## src/rtl/fifo_pkg.sv

```systemverilog
// Shared FIFO definitions: sizing helper, read-mode constants and parameter legality.
package fifo_pkg;

  localparam int unsigned FIFO_STD  = 0;
  localparam int unsigned FIFO_FWFT = 1;

  function automatic int unsigned clog2(input int unsigned n);
    int unsigned r;
    r = 0;
    while ((64'd1 << r) < 64'(n)) r++;
    return r;
  endfunction

  // Legal geometry: at least two entries, thresholds inside the reachable level range.
  function automatic bit params_legal(input int unsigned depth,
                                      input int unsigned af_thresh,
                                      input int unsigned ae_thresh);
    return (depth >= 2) && (af_thresh >= 1) && (af_thresh <= depth) &&
           (ae_thresh <= depth - 1);
  endfunction

endpackage

```

## src/rtl/sync_fifo_mem.sv

```systemverilog
// FIFO storage: register array, synchronous write, asynchronous read, no reset.
module sync_fifo_mem
  import fifo_pkg::*;
#(
  parameter int unsigned DATA_WIDTH = 8,
  parameter int unsigned DEPTH      = 16
) (
  input  logic                          clk,
  input  logic                          we,
  input  logic [clog2(DEPTH)-1:0]       waddr,
  input  logic [DATA_WIDTH-1:0]         wdata,
  input  logic [clog2(DEPTH)-1:0]       raddr,
  output logic [DATA_WIDTH-1:0]         rdata
);

  logic [DATA_WIDTH-1:0] mem_q [DEPTH];

  always_ff @(posedge clk) begin
    if (we) mem_q[waddr] <= wdata;
  end

  assign rdata = mem_q[raddr];

endmodule

```

## src/rtl/sync_fifo_flags.sv

```systemverilog
// Single-clock FIFO with any depth, standard/FWFT read, level, threshold and sticky error flags.
module sync_fifo_flags
  import fifo_pkg::*;
#(
  parameter int unsigned DATA_WIDTH = 8,
  parameter int unsigned DEPTH      = 16,
  parameter int unsigned AF_THRESH  = DEPTH - 2,
  parameter int unsigned AE_THRESH  = 2,
  parameter int unsigned FWFT       = FIFO_STD
) (
  input  logic                         clk,
  input  logic                         rst,
  input  logic                         w_inc,
  input  logic [DATA_WIDTH-1:0]        w_data,
  input  logic                         r_inc,
  input  logic                         err_clr,
  output logic [DATA_WIDTH-1:0]        r_data,
  output logic                         w_full,
  output logic                         r_empty,
  output logic                         almost_full,
  output logic                         almost_empty,
  output logic [clog2(DEPTH+1)-1:0]    level,
  output logic                         overflow,
  output logic                         underflow
);

  localparam int unsigned PW = clog2(DEPTH);
  localparam int unsigned LW = clog2(DEPTH + 1);

  if (!params_legal(DEPTH, AF_THRESH, AE_THRESH)) begin : g_param_check
    $fatal(1, "sync_fifo_flags: illegal DEPTH/AF_THRESH/AE_THRESH combination");
  end

  logic [PW-1:0]         wptr_q, wptr_d;
  logic [PW-1:0]         rptr_q, rptr_d;
  logic [LW-1:0]         level_q, level_d;
  logic                  overflow_q, overflow_d;
  logic                  underflow_q, underflow_d;
  logic [DATA_WIDTH-1:0] rdata_q, rdata_d;
  logic [DATA_WIDTH-1:0] mem_rdata;
  logic                  wr_ok, rd_ok;

  function automatic logic [PW-1:0] ptr_inc(input logic [PW-1:0] p);
    return (p == PW'(DEPTH - 1)) ? '0 : p + PW'(1);
  endfunction

  assign w_full       = (level_q == LW'(DEPTH));
  assign r_empty      = (level_q == '0);
  assign almost_full  = (level_q >= LW'(AF_THRESH));
  assign almost_empty = (level_q <= LW'(AE_THRESH));

  // Requests in a reset cycle are ignored, including the memory write.
  assign wr_ok = rst & w_inc & ~w_full;
  assign rd_ok = rst & r_inc & ~r_empty;

  always_comb begin
    wptr_d      = wptr_q;
    rptr_d      = rptr_q;
    level_d     = level_q;
    overflow_d  = overflow_q;
    underflow_d = underflow_q;
    rdata_d     = rdata_q;
    if (!rst) begin
      wptr_d      = '0;
      rptr_d      = '0;
      level_d     = '0;
      overflow_d  = 1'b0;
      underflow_d = 1'b0;
      rdata_d     = '0;
    end else begin
      if (wr_ok) wptr_d = ptr_inc(wptr_q);
      if (rd_ok) rptr_d = ptr_inc(rptr_q);
      case ({wr_ok, rd_ok})
        2'b10:   level_d = level_q + LW'(1);
        2'b01:   level_d = level_q - LW'(1);
        default: level_d = level_q;
      endcase
      // A coinciding set beats err_clr.
      overflow_d  = (w_inc & w_full)  | (overflow_q  & ~err_clr);
      underflow_d = (r_inc & r_empty) | (underflow_q & ~err_clr);
      if ((FWFT == FIFO_STD) && rd_ok) rdata_d = mem_rdata;
    end
  end

  always_ff @(posedge clk) begin
    wptr_q      <= wptr_d;
    rptr_q      <= rptr_d;
    level_q     <= level_d;
    overflow_q  <= overflow_d;
    underflow_q <= underflow_d;
    rdata_q     <= rdata_d;
  end

  sync_fifo_mem #(
    .DATA_WIDTH (DATA_WIDTH),
    .DEPTH      (DEPTH)
  ) u_mem (
    .clk   (clk),
    .we    (wr_ok),
    .waddr (wptr_q),
    .wdata (w_data),
    .raddr (rptr_q),
    .rdata (mem_rdata)
  );

  assign r_data    = (FWFT == FIFO_FWFT) ? (r_empty ? '0 : mem_rdata) : rdata_q;
  assign level     = level_q;
  assign overflow  = overflow_q;
  assign underflow = underflow_q;

endmodule

```

## config.mk

```make
export PLATFORM = sky130hd
export DESIGN_NAME = sync_fifo_flags
export DESIGN_NICKNAME = d
export VERILOG_FILES = /design/src/rtl/fifo_pkg.sv /design/src/rtl/sync_fifo_mem.sv /design/src/rtl/sync_fifo_flags.sv
export SDC_FILE = /design/constraint.sdc
export NUM_CORES = 1
export LEC_CHECK = 0
export BUFFER_PORTS_ARGS = -buffer_cell sky130_fd_sc_hd__buf_4
export CAP_MARGIN = 30
export CORE_ASPECT_RATIO = 1.1
export CORE_MARGIN = 2
export CORE_UTILIZATION = 40
export CTS_CLUSTER_SIZE = 30
export DETAILED_ROUTE_END_ITERATION = 10
export PLACE_DENSITY = 0.64
export SLEW_MARGIN = 15
export SYNTH_ARGS = -nofsm -noshare
export SYNTH_HDL_FRONTEND = slang
export SYNTH_HIERARCHICAL = 1
export SYNTH_SLANG_ARGS = --single-unit
```

## constraint.sdc

```tcl
create_clock -name clk -period 2.6 [get_ports clk]
set_clock_uncertainty 0.15 [all_clocks]
set_input_delay 0.26 -clock clk [delete_from_list [all_inputs] [get_ports clk]]
set_output_delay 0.26 -clock clk [all_outputs]
set_load 0.01 [all_outputs]
```

# Word level (Yosys, flattened, before mapping)
# Memory sizes are Yosys's and may differ from the RTL's. A register that Yosys moved wholly into a read port is not among the register bits.
# Index checks and enable logic that the tools add are counted.
[word_totals]
reg_bits = 15
ram_bits = 128
inputBits = 13
out_inout_bits = 19
wordCells = 38
memories = 1
[mem_list]
columns = ["name", "words", "word_bits", "read_ports", "rd_ports_with_merged_regs", "wr", "line_no", "rtl"]
rows = [
  ["u_mem.mem_q", 16, 8, 1, 1, 1, "sync_fifo_mem.sv:16", "logic [DATA_WIDTH-1:0] mem_q [DEPTH];"],
]
[op_classes]
add_sub_neg = 4
magnitude_cmp = 2
eq_ne = 5
n_mux = 5
bitwise_logic = 13
reduce_logical = 3
[ops]
columns = ["operator", "n"]
rows = [
  ["case mux 5 bit (2 select lines)", 1],
  ["adder 4 x 1 -> 4 bit (second input constant)", 2],
  ["bitwise AND 1 bit", 8],
  ["equality test 4 bit (second input constant)", 2],
  ["2-to-1 mux 4 bit", 2],
  ["adder 5 x 1 -> 5 bit (second input constant)", 1],
  ["equality test 5 bit (second input constant)", 1],
  [">= comparator 5 x 4 -> 1 bit (second input constant)", 1],
  ["less-or-equal comparator 5 x 2 -> 1 bit (second input constant)", 1],
  ["zero test 5 bit", 1],
  ["subtractor 5 x 1 -> 5 bit (second input constant)", 1],
  ["NOT 1 bit", 3],
  ["equality test 2 x 1 -> 1 bit (second input constant)", 1],
  ["equality test 2 bit (second input constant)", 1],
  ["2-to-1 mux 1 bit", 2],
  ["OR 1 bit", 2],
  ["nonzero test 2 bit", 1],
  ["zero test 1 bit", 1],
]

# Depth between registers and ports, before layout
# Gate-level depths: netlist (run 1).
[logic_depth]
ltp_word = 5
mapped_depth = 10
ltp_nobuf = 9

# By module
# Netlist (run 1), hierarchy kept.
[modules_own_cells]
columns = ["mod", "n_inst", "cells_each", "area_per_inst_um2", "seq_area_each_um2"]
rows = [
  ["sync_fifo_mem", 1, 221, 4987.3, 3843.7],
  ["sync_fifo_flags", 1, 119, 1126.1, 460.4],
]

# Worst setup path after synthesis (run 1)
# No wires, ideal clock.
[synth_timing]
kind = "register to register"
startpoint = "register level_q[0] (netlist: level[0])"
endpoint = "memory u_mem.mem_q[0][0] (enable)"
setup_ps = 383
t_arrival_ps = 2292
required_time_ps = 2067
setup_slack_ps = -225
path_stages_with_launch = 7
n_path_buf = 0
period_less_slack_ps = 2825
path_cell_list = "dfxtp_1 -> nor4_1 -> a21boi_1 -> nand2_1 -> inv_1 -> or3b_2 -> nor3_1"
[synth_between]
elab_chain_len = 5
[synth_rtl]
columns = ["element", "line_no", "rtl"]
rows = [
  ["from (decl)", "sync_fifo_flags.sv:36", "logic [LW-1:0] level_q, level_d;"],
  ["from (signal assigned)", "sync_fifo_flags.sv:88", "level_q <= level_d;"],
  ["equality test 5 bit", "sync_fifo_flags.sv:47", "assign w_full = (level_q == LW'(DEPTH));"],
  ["NOT 1 bit", "sync_fifo_flags.sv:53", "assign wr_ok = rst & w_inc & ~w_full;"],
  ["bitwise AND 1 bit", "sync_fifo_flags.sv:53", ""],
  ["named net wr_ok", "sync_fifo_flags.sv:41", "logic wr_ok, rd_ok;"],
  ["2-to-1 mux 1 bit", "sync_fifo_mem.sv:19", "if (we) mem_q[waddr] <= wdata;"],
  ["2-to-1 mux 1 bit (implied by the code)", "sync_fifo_mem.sv:19", ""],
  ["to (decl)", "sync_fifo_mem.sv:16", ""],
]
# The timed path passes the listed nets, and every way through them passes these cells.

# Worst setup path in the final report (run 1)
[layout_timing]
startpoint = "register level_q[1] (netlist: level[1])"
endpoint = "register level_q[3] (netlist: level[3])"
[layout_between]
elab_chain_len = 5
elab_cells_between_ends = 12
classes_between = "2 x add/sub; 3 x eq/ne; 1 x mux; 4 x bitwise; 2 x reduce/logical"
[layout_rtl]
columns = ["element", "line_no", "rtl"]
rows = [
  ["zero test 5 bit (*)", "sync_fifo_flags.sv:48", "assign r_empty = (level_q == '0);"],
  ["NOT 1 bit (*)", "sync_fifo_flags.sv:54", "assign rd_ok = rst & r_inc & ~r_empty;"],
  ["bitwise AND 1 bit (*)", "sync_fifo_flags.sv:54", ""],
  ["named net rd_ok", "sync_fifo_flags.sv:41", ""],
  ["equality test 2 x 1 -> 1 bit or equality test 2 bit (tied branches)", "sync_fifo_flags.sv:73", "case ({wr_ok, rd_ok})"],
  ["case mux 5 bit (2 select lines) or nonzero test 2 bit (tied branches)", "-", ""],
]
# The timed path passes the listed nets; every way through them passes the cells marked *.
# A chain may end at the register's enable or synchronous reset.

==> impl_metrics.csv, run 1 <==
group,metric,value,unit
logic_synthesis,synth_most_common_cell,"edfxtp_1",
run_status,status,"finished clean",
clock_tree,clock_path_buffers,2,
floorplan,rows,47,
global_route,antenna_found_initial,0,
floorplan,core_area,0.01500,mm²
logic_synthesis,synth_warnings,6,
power_and_ir_drop,leakage,2.590,nW
global_route,grtUsageTotal,0.1609,
critical_path,crit_fanout,6,
critical_path,cp.arrival,2.69,ns
sta,period_needed,2.477,ns
critical_path,critical_path_class,"reg -> reg",
logic_synthesis,avgSynthCellArea,17.98,µm²
sta,max_slew_margin,0.3675,
logic_synthesis,syn_inst,340,
power_and_ir_drop,peakVddDrop,0.0004140,V
drt,routed_wl,12260,µm
global_route,met1_usage,0.2081,
global_route,grt_max_degree,37,
clock_tree,cts_tree,"yes",
global_route,grtUsageMet3,0.04409,
critical_path,required,2.81,ns
global_route,grt-ovfl-total,0,
placed_design,post-dp-hpwl,7542,µm
sta,final-hold-violation-count,0,
sta,slew_viol_final,0,
floorplan,die-area,0.01629,mm²
worst_hold_path,whs_path_depth,1,
logic_synthesis,yosysTopAreaCellShare,0.6287,
drt,viasPerCell,5.389,
clock_tree,clk_pin_slew,0.06,ns
drt,drt_iter0_drc,264,
clock_tree,clockRootBuffer,"clkbuf_16",
critical_path,reg2reg_slack,0.12,ns
worst_hold_path,hp-class,"in -> reg",
sta,min_period_over_period,0.9528,
global_route,grt.met2_usage,0.2570,
cells_and_area,num_antenna_cells,0,
critical_path,cp-end-kind,"flip-flop",
logic_synthesis,synth_ff_type,"edfxtp_1",
logic_synthesis,synth_nets,360,
critical_path,cp-startpoint,"level[1]$_SDFFE_PN0P_",
critical_path,critPathBufInv,0,
global_route,grt_pass1_vias,3293,
critical_path,cp-start-kind,"flip-flop",
floorplan,num_io_pins,32,
logic_synthesis,yosysSeqAreaShare,0.7041,
logic_synthesis,synth_top_area_cell,"edfxtp_1",
cells_and_area,drive_gt1_frac,0.2799,
critical_path,slowest_delay,0.57,ns
critical_path,rr_startpoint,"level[1]$_SDFFE_PN0P_",
logic_synthesis,ys_ff_latch,151,
cells_and_area,final_core_util,0.4946,
cells_and_area,area_growth,21.33,%
critical_path,timing.rr.end,"level[3]$_SDFFE_PN0P_",
sta,finalSetupViolCount,0,
drt,post-route-drc-count,0,
floorplan,fp.dieW,121.9,µm
clock_tree,h-tree-depth,4,
critical_path,critPathCapture,"level[3]$_SDFFE_PN0P_",
cells_and_area,final_area,0.007417,mm²
placed_design,port_buffers,31,
sta,worst_slew_pin_slew,0.9452,ns
sta,grt_setup_unrepaired,"yes",
critical_path,path_depth,9,
logic_synthesis,synthTopCellsByArea,"edfxtp_1 (63%), dfxtp_1 (7.5%), mux4_2 (6.6%)",
drt,vias,3309,
sta,fmax,403.7,MHz
critical_path,slowest_stage,"or4_4",
critical_path,rr_worst_depth,9,
critical_path,path_cells,"or4_4 > o21ai_4 > nor2_4 > ha_4 > ha_1 > a21o_2 > a21oi_1 > or4_1 > nand3_1",
floorplan,die_y,133.7,µm
critical_path,crit_family,"simple AND/OR/NAND/NOR gates",
power_and_ir_drop,power_density,780.3,mW/mm²
placed_design,gp_congestion,0.7387,
clock_tree,cts_buffers,17,
cells_and_area,num-nets-final,425,
drt,drtAntennaViolNets,0,
floorplan,start_util,0.4077,
logic_synthesis,synth_cell_types,45,
clock_tree,clock_sinks,151,
logic_synthesis,synth_area,0.006113,mm²
logic_synthesis,yosys-top-cells-count,"edfxtp_1 (128), nor2_1 (34), dfxtp_1 (23)",
flow_run,cap_violations,0,
logic_synthesis,synth-edff-count,128,
drt,routedWlPerCell,19.97,µm
placed_design,placed_cell_area,0.006704,mm²
global_route,grt_pass1_wl,18610,µm
drt,drt-pass1-iter-count,4,
global_route,grt-busiest-layer,"met2",
logic_synthesis,async_reset_ff_frac,0,
clock_tree,insertion_delay,0.42,ns
through the flow:
step                      TNS, ns  total power, mW  setup WS (ns)  hold slack [ns]  cells
after floorplan            -1.429            3.167       -0.04739           0.2089    340
after global routing      -0.2984            5.994       -0.02990          0.03415    614
after CTS                       0            5.843        0.06256          0.01437    613
after global placement          0            3.348         0.1419           0.3330    571
after detailed placement        0            3.362         0.1050           0.3388    571
final                           0            5.787         0.1226          0.02187    614
final cells by class:
cell class | instances | area (µm²)
tap | 196 | 245.2
timing repair buffer | 61 | 508.0
sequential | 151 | 4310
inverter | 3 | 11.26
fill | 1255 | 7579
clock buffer | 23 | 478.0
clock inverter | 9 | 125.1
multi-input combinational | 171 | 1739
registers in the layout (all words and copies together) (netlist names):
signal and count:
level 5, r_data 8, underflow 1, overflow 1, rptr_q 4, u_mem/mem_q 128
wptr_q 4
how the worst min path moves through the flow:
stage | start | endpoint | slack, ns
global placement | r_data[6]$_SDFFE_PN0P_ | r_data[6]$_SDFFE_PN0P_ | 0.33
floorplan | w_data[0] | u_mem/mem_q[0][0]$_DFFE_PP_ | 0.21
detailed placement | r_data[2]$_SDFFE_PN0P_ | r_data[2]$_SDFFE_PN0P_ | 0.34
finish | w_data[6] | u_mem/mem_q[15][6]$_DFFE_PP_ | 0.02
CTS | w_data[6] | u_mem/mem_q[14][6]$_DFFE_PP_ | 0.01
global route | w_data[6] | u_mem/mem_q[15][6]$_DFFE_PP_ | 0.03
cell usage in the layout, fill, tap and decap left out, types with 10 or more instances in the layout:
cell type	n
buf_4	49
dfxtp_1	20
mux4_2	18
nand2_1	18
clkbuf_16	17
dlygate4sd3_1	10
a22oi_1	18
edfxtp_1	128
nor2_1	32
mux4_1	14
mux2i_1	14
report_power, final:
group	switching, mW	internal [mW]	leakage (nW)
registers	0.0308	2.67	1.34
logic	0.299	0.313	0.955
clock network	0.894	1.58	0.293
logic make-up (layout without fill, tap and decap cells):
| logic type | Yosys count | after routing | share of synthesized area |
|---|---|---|---|
| multiplexers | 46 | 46 | 0.1494 |
| AO/OA/AOI/OAI | 36 | 36 | 0.04380 |
| AND/OR/NAND/NOR | 79 | 79 | 0.06099 |
| adder cells (fa/ha/maj) | 7 | 7 | 0.01555 |
| buffers and inverters | 18 | 96 | 0.02190 |
| flip-flops | 151 | 151 | 0.7041 |
| XOR/XNOR | 3 | 3 | 0.004299 |
worst reg2reg max path: stages (launching register included):
cell	delay, ns
dfxtp_4	0.34
or4_4	0.57
o21ai_4	0.20
nor2_4	0.05
ha_4	0.19
ha_1	0.28
a21o_2	0.11
a21oi_1	0.06
or4_1	0.39
nand3_1	0.08
layer usage:
layer,part of all wire,vias up
met5,0,-
met3,0.064,16
li1,-,1503
met2,0.49,109
met4,0.018,0
met1,0.42,1681
repair_timing:
action / CTS / global route
setup endpoints to repair: 0 / 18
buffers inserted: 0 / 0
hold buffers: 10 / 0
gates resized for setup: 0 / 1
endpoints found under the hold margin: 80 / 0
(Power assumes the default switching activity.)
==> run 2, diff against run 1 <==
PLACE_DENSITY = 0.62   (was 0.64)
clock period = 2.55 ns   (was 2.6 ns; I/O delays follow)
==> run 2 against run 1 <==
  * Die area unchanged
  * Cell count up 1.3%
  * Critical path depth unchanged
  * Global-route usage down 0.19 points
  * Final area up 0.88%
  * Wire length down 2.7%
  * Flip-flop and latch count unchanged
  * Core utilization up 0.43 points
  * Highest routed layer unchanged
  * Hold slack better by 0.019 ns
  * Setup slack worse by 0.035 ns
  * Sequential share of layout area down 0.51 points
==> impl_metrics.csv, run 2 (same netlist as run 1, synthesis figures left out) <==
group,metric,value,unit
run_status,status,"finished clean",
global_route,grt-ovfl-total,0,
sta,max_slew_margin,0.4828,
sta,slew_viol_final,0,
sta,min_period_over_period,0.9658,
critical_path,cp.arrival,2.66,ns
clock_tree,insertion_delay,0.42,ns
clock_tree,clock_sinks,151,
power_and_ir_drop,power_density,780.2,mW/mm²
sta,period_needed,2.463,ns
placed_design,post-dp-hpwl,7949,µm
drt,routedWlPerCell,19.19,µm
clock_tree,cts_buffers,17,
sta,whs,0.04057,ns
clock_tree,cts_setup_buffers,0,
placed_design,port_buffers,31,
worst_hold_path,hp-class,"in -> reg",
global_route,grtUsageTotal,0.1590,
power_and_ir_drop,peakVddDrop,0.0005105,V
sta,grt_setup_unrepaired,"no",
critical_path,cp-start-kind,"flip-flop",
critical_path,critical_path_class,"reg -> reg",
drt,routed_wl,11940,µm
drt,wl_met2,6093,µm
cells_and_area,final_core_util,0.4990,
global_route,grt_pass1_vias,3296,
floorplan,rows,47,
floorplan,core_area,0.01500,mm²
cells_and_area,largest_reg_flops,128,
cells_and_area,num-nets-final,433,
clock_tree,h-tree-depth,4,
sta,fmax,406.0,MHz
sta,worst_slew_pin_slew,0.7729,ns
drt,met1_length,5152,µm
cells_and_area,num_antenna_cells,0,
flow_run,cap_violations,0,
placed_design,post-place-ws,0.05243,ns
floorplan,num_io_pins,32,
power_and_ir_drop,p_clk_frac,0.420,
drt,top_layer,"met4",
cells_and_area,final_common_cell,"edfxtp_1",
clock_tree,clock_path_buffers,2,
critical_path,cp-end-kind,"flip-flop",
critical_path,required,2.75,ns
clock_tree,clk_pin_slew,0.06,ns
drt,wl_met3,618,µm
power_and_ir_drop,p_int,4.434,mW
floorplan,start_util,0.4077,
placed_design,placed_cell_area,0.006777,mm²
drt,viasPerCell,5.280,
placed_design,gp_congestion,0.8332,
cells_and_area,area_growth,22.39,%
floorplan,fp.dieW,121.9,µm
power_and_ir_drop,power_frac_seq,0.473,
cells_and_area,top_register,"u_mem/mem_q",
power_and_ir_drop,fin_total_pwr,5.838,mW
global_route,grt_pass1_wl,18750,µm
power_and_ir_drop,p_sw,1.404,mW
floorplan,die-area,0.01629,mm²
sta,worst_slack,0.08720,ns
drt,post-route-drc-count,0,
clock_tree,cts_tree,"yes",
power_and_ir_drop,leakage,2.629,nW
power_and_ir_drop,switching_share,0.2404,
cells_and_area,drive_gt1_frac,0.3005,
critical_path,crit_fanout,6,
drt,vias,3284,
clock_tree,clockRootBuffer,"clkbuf_16",
sta,finalSetupViolCount,0,
cells_and_area,final_area,0.007482,mm²
global_route,grt_max_degree,37,
sta,final-hold-violation-count,0,
drt,drtAntennaViolNets,0,
drt,drt-pass1-iter-count,4,
floorplan,die_y,133.7,µm
drt,drt_iter0_drc,218,
power_and_ir_drop,power_frac_comb,0.107,
cells_and_area,final_cell_mix,"edfxtp_1 (128), buf_4 (56), nor2_1 (33)",
global_route,antenna_found_initial,0,
-- run 2: path summary, 6_finish.rpt --
check | start | end | slack [ns] | cells past startpoint
setup / recovery | level[0]$_SDFFE_PN0P_ | level[4]$_SDFFE_PN0P_ | 0.09 | 9
hold / removal | err_clr | underflow$_SDFF_PN0_ | 0.04 | 4
setup reg to reg | level[0]$_SDFFE_PN0P_ | level[4]$_SDFFE_PN0P_ | 0.09 | 9
hold reg to reg | r_data[4]$_SDFFE_PN0P_ | r_data[4]$_SDFFE_PN0P_ | 0.35 | 2
-- run 2: final cells by class --
type | count | area, µm²
fill | 1247 | 7513
sequential | 151 | 4310
clock buffer | 17 | 425.4
timing repair buffer | 69 | 570.5
inverter | 3 | 11.26
multi-input combinational | 171 | 1755
clock inverter | 15 | 163.9
tap | 196 | 245.2
-- run 2: stage by stage --
stage                     TNS (ns)  instances
after floorplan             -3.392        340
after CTS                        0        622
after global routing             0        622
after detailed placement         0        579
final                            0        622
after global placement           0        579
-- run 2: metal layers --
metal	vias to the layer above	GRT usage
li1	1523	-
met1	1675	0.2087
met2	79	0.2579
met3	7	0.03810
met4	0	0.05939
met5	-	0
-- run 2: critical path, stage by stage (launching register included) --
cell     delay, ns
dfxtp_4       0.36
or4_4         0.55
o21ai_4       0.18
nor2_4        0.05
ha_4          0.20
ha_4          0.29
a21oi_1       0.08
and4b_1       0.22
a21oi_2       0.13
mux2i_1       0.19
-- run 2: power by group through the flow --
stage                     logic [mW]  registers, mW  clock network [mW]
after floorplan                0.406           2.83                   0
after global placement         0.609           2.81                   0
after detailed placement       0.619           2.81                   0
after CTS                      0.634           2.76                2.51
after global routing           0.684           2.76                2.62
final                          0.626           2.76                2.45
-- run 2: what timing repair did --
item | CTS | global route
hold buffers | 11 | 0
hold endpoints to repair | 133 | 0
setup endpoints to repair | 0 | 2
gates resized for setup | 0 | 1
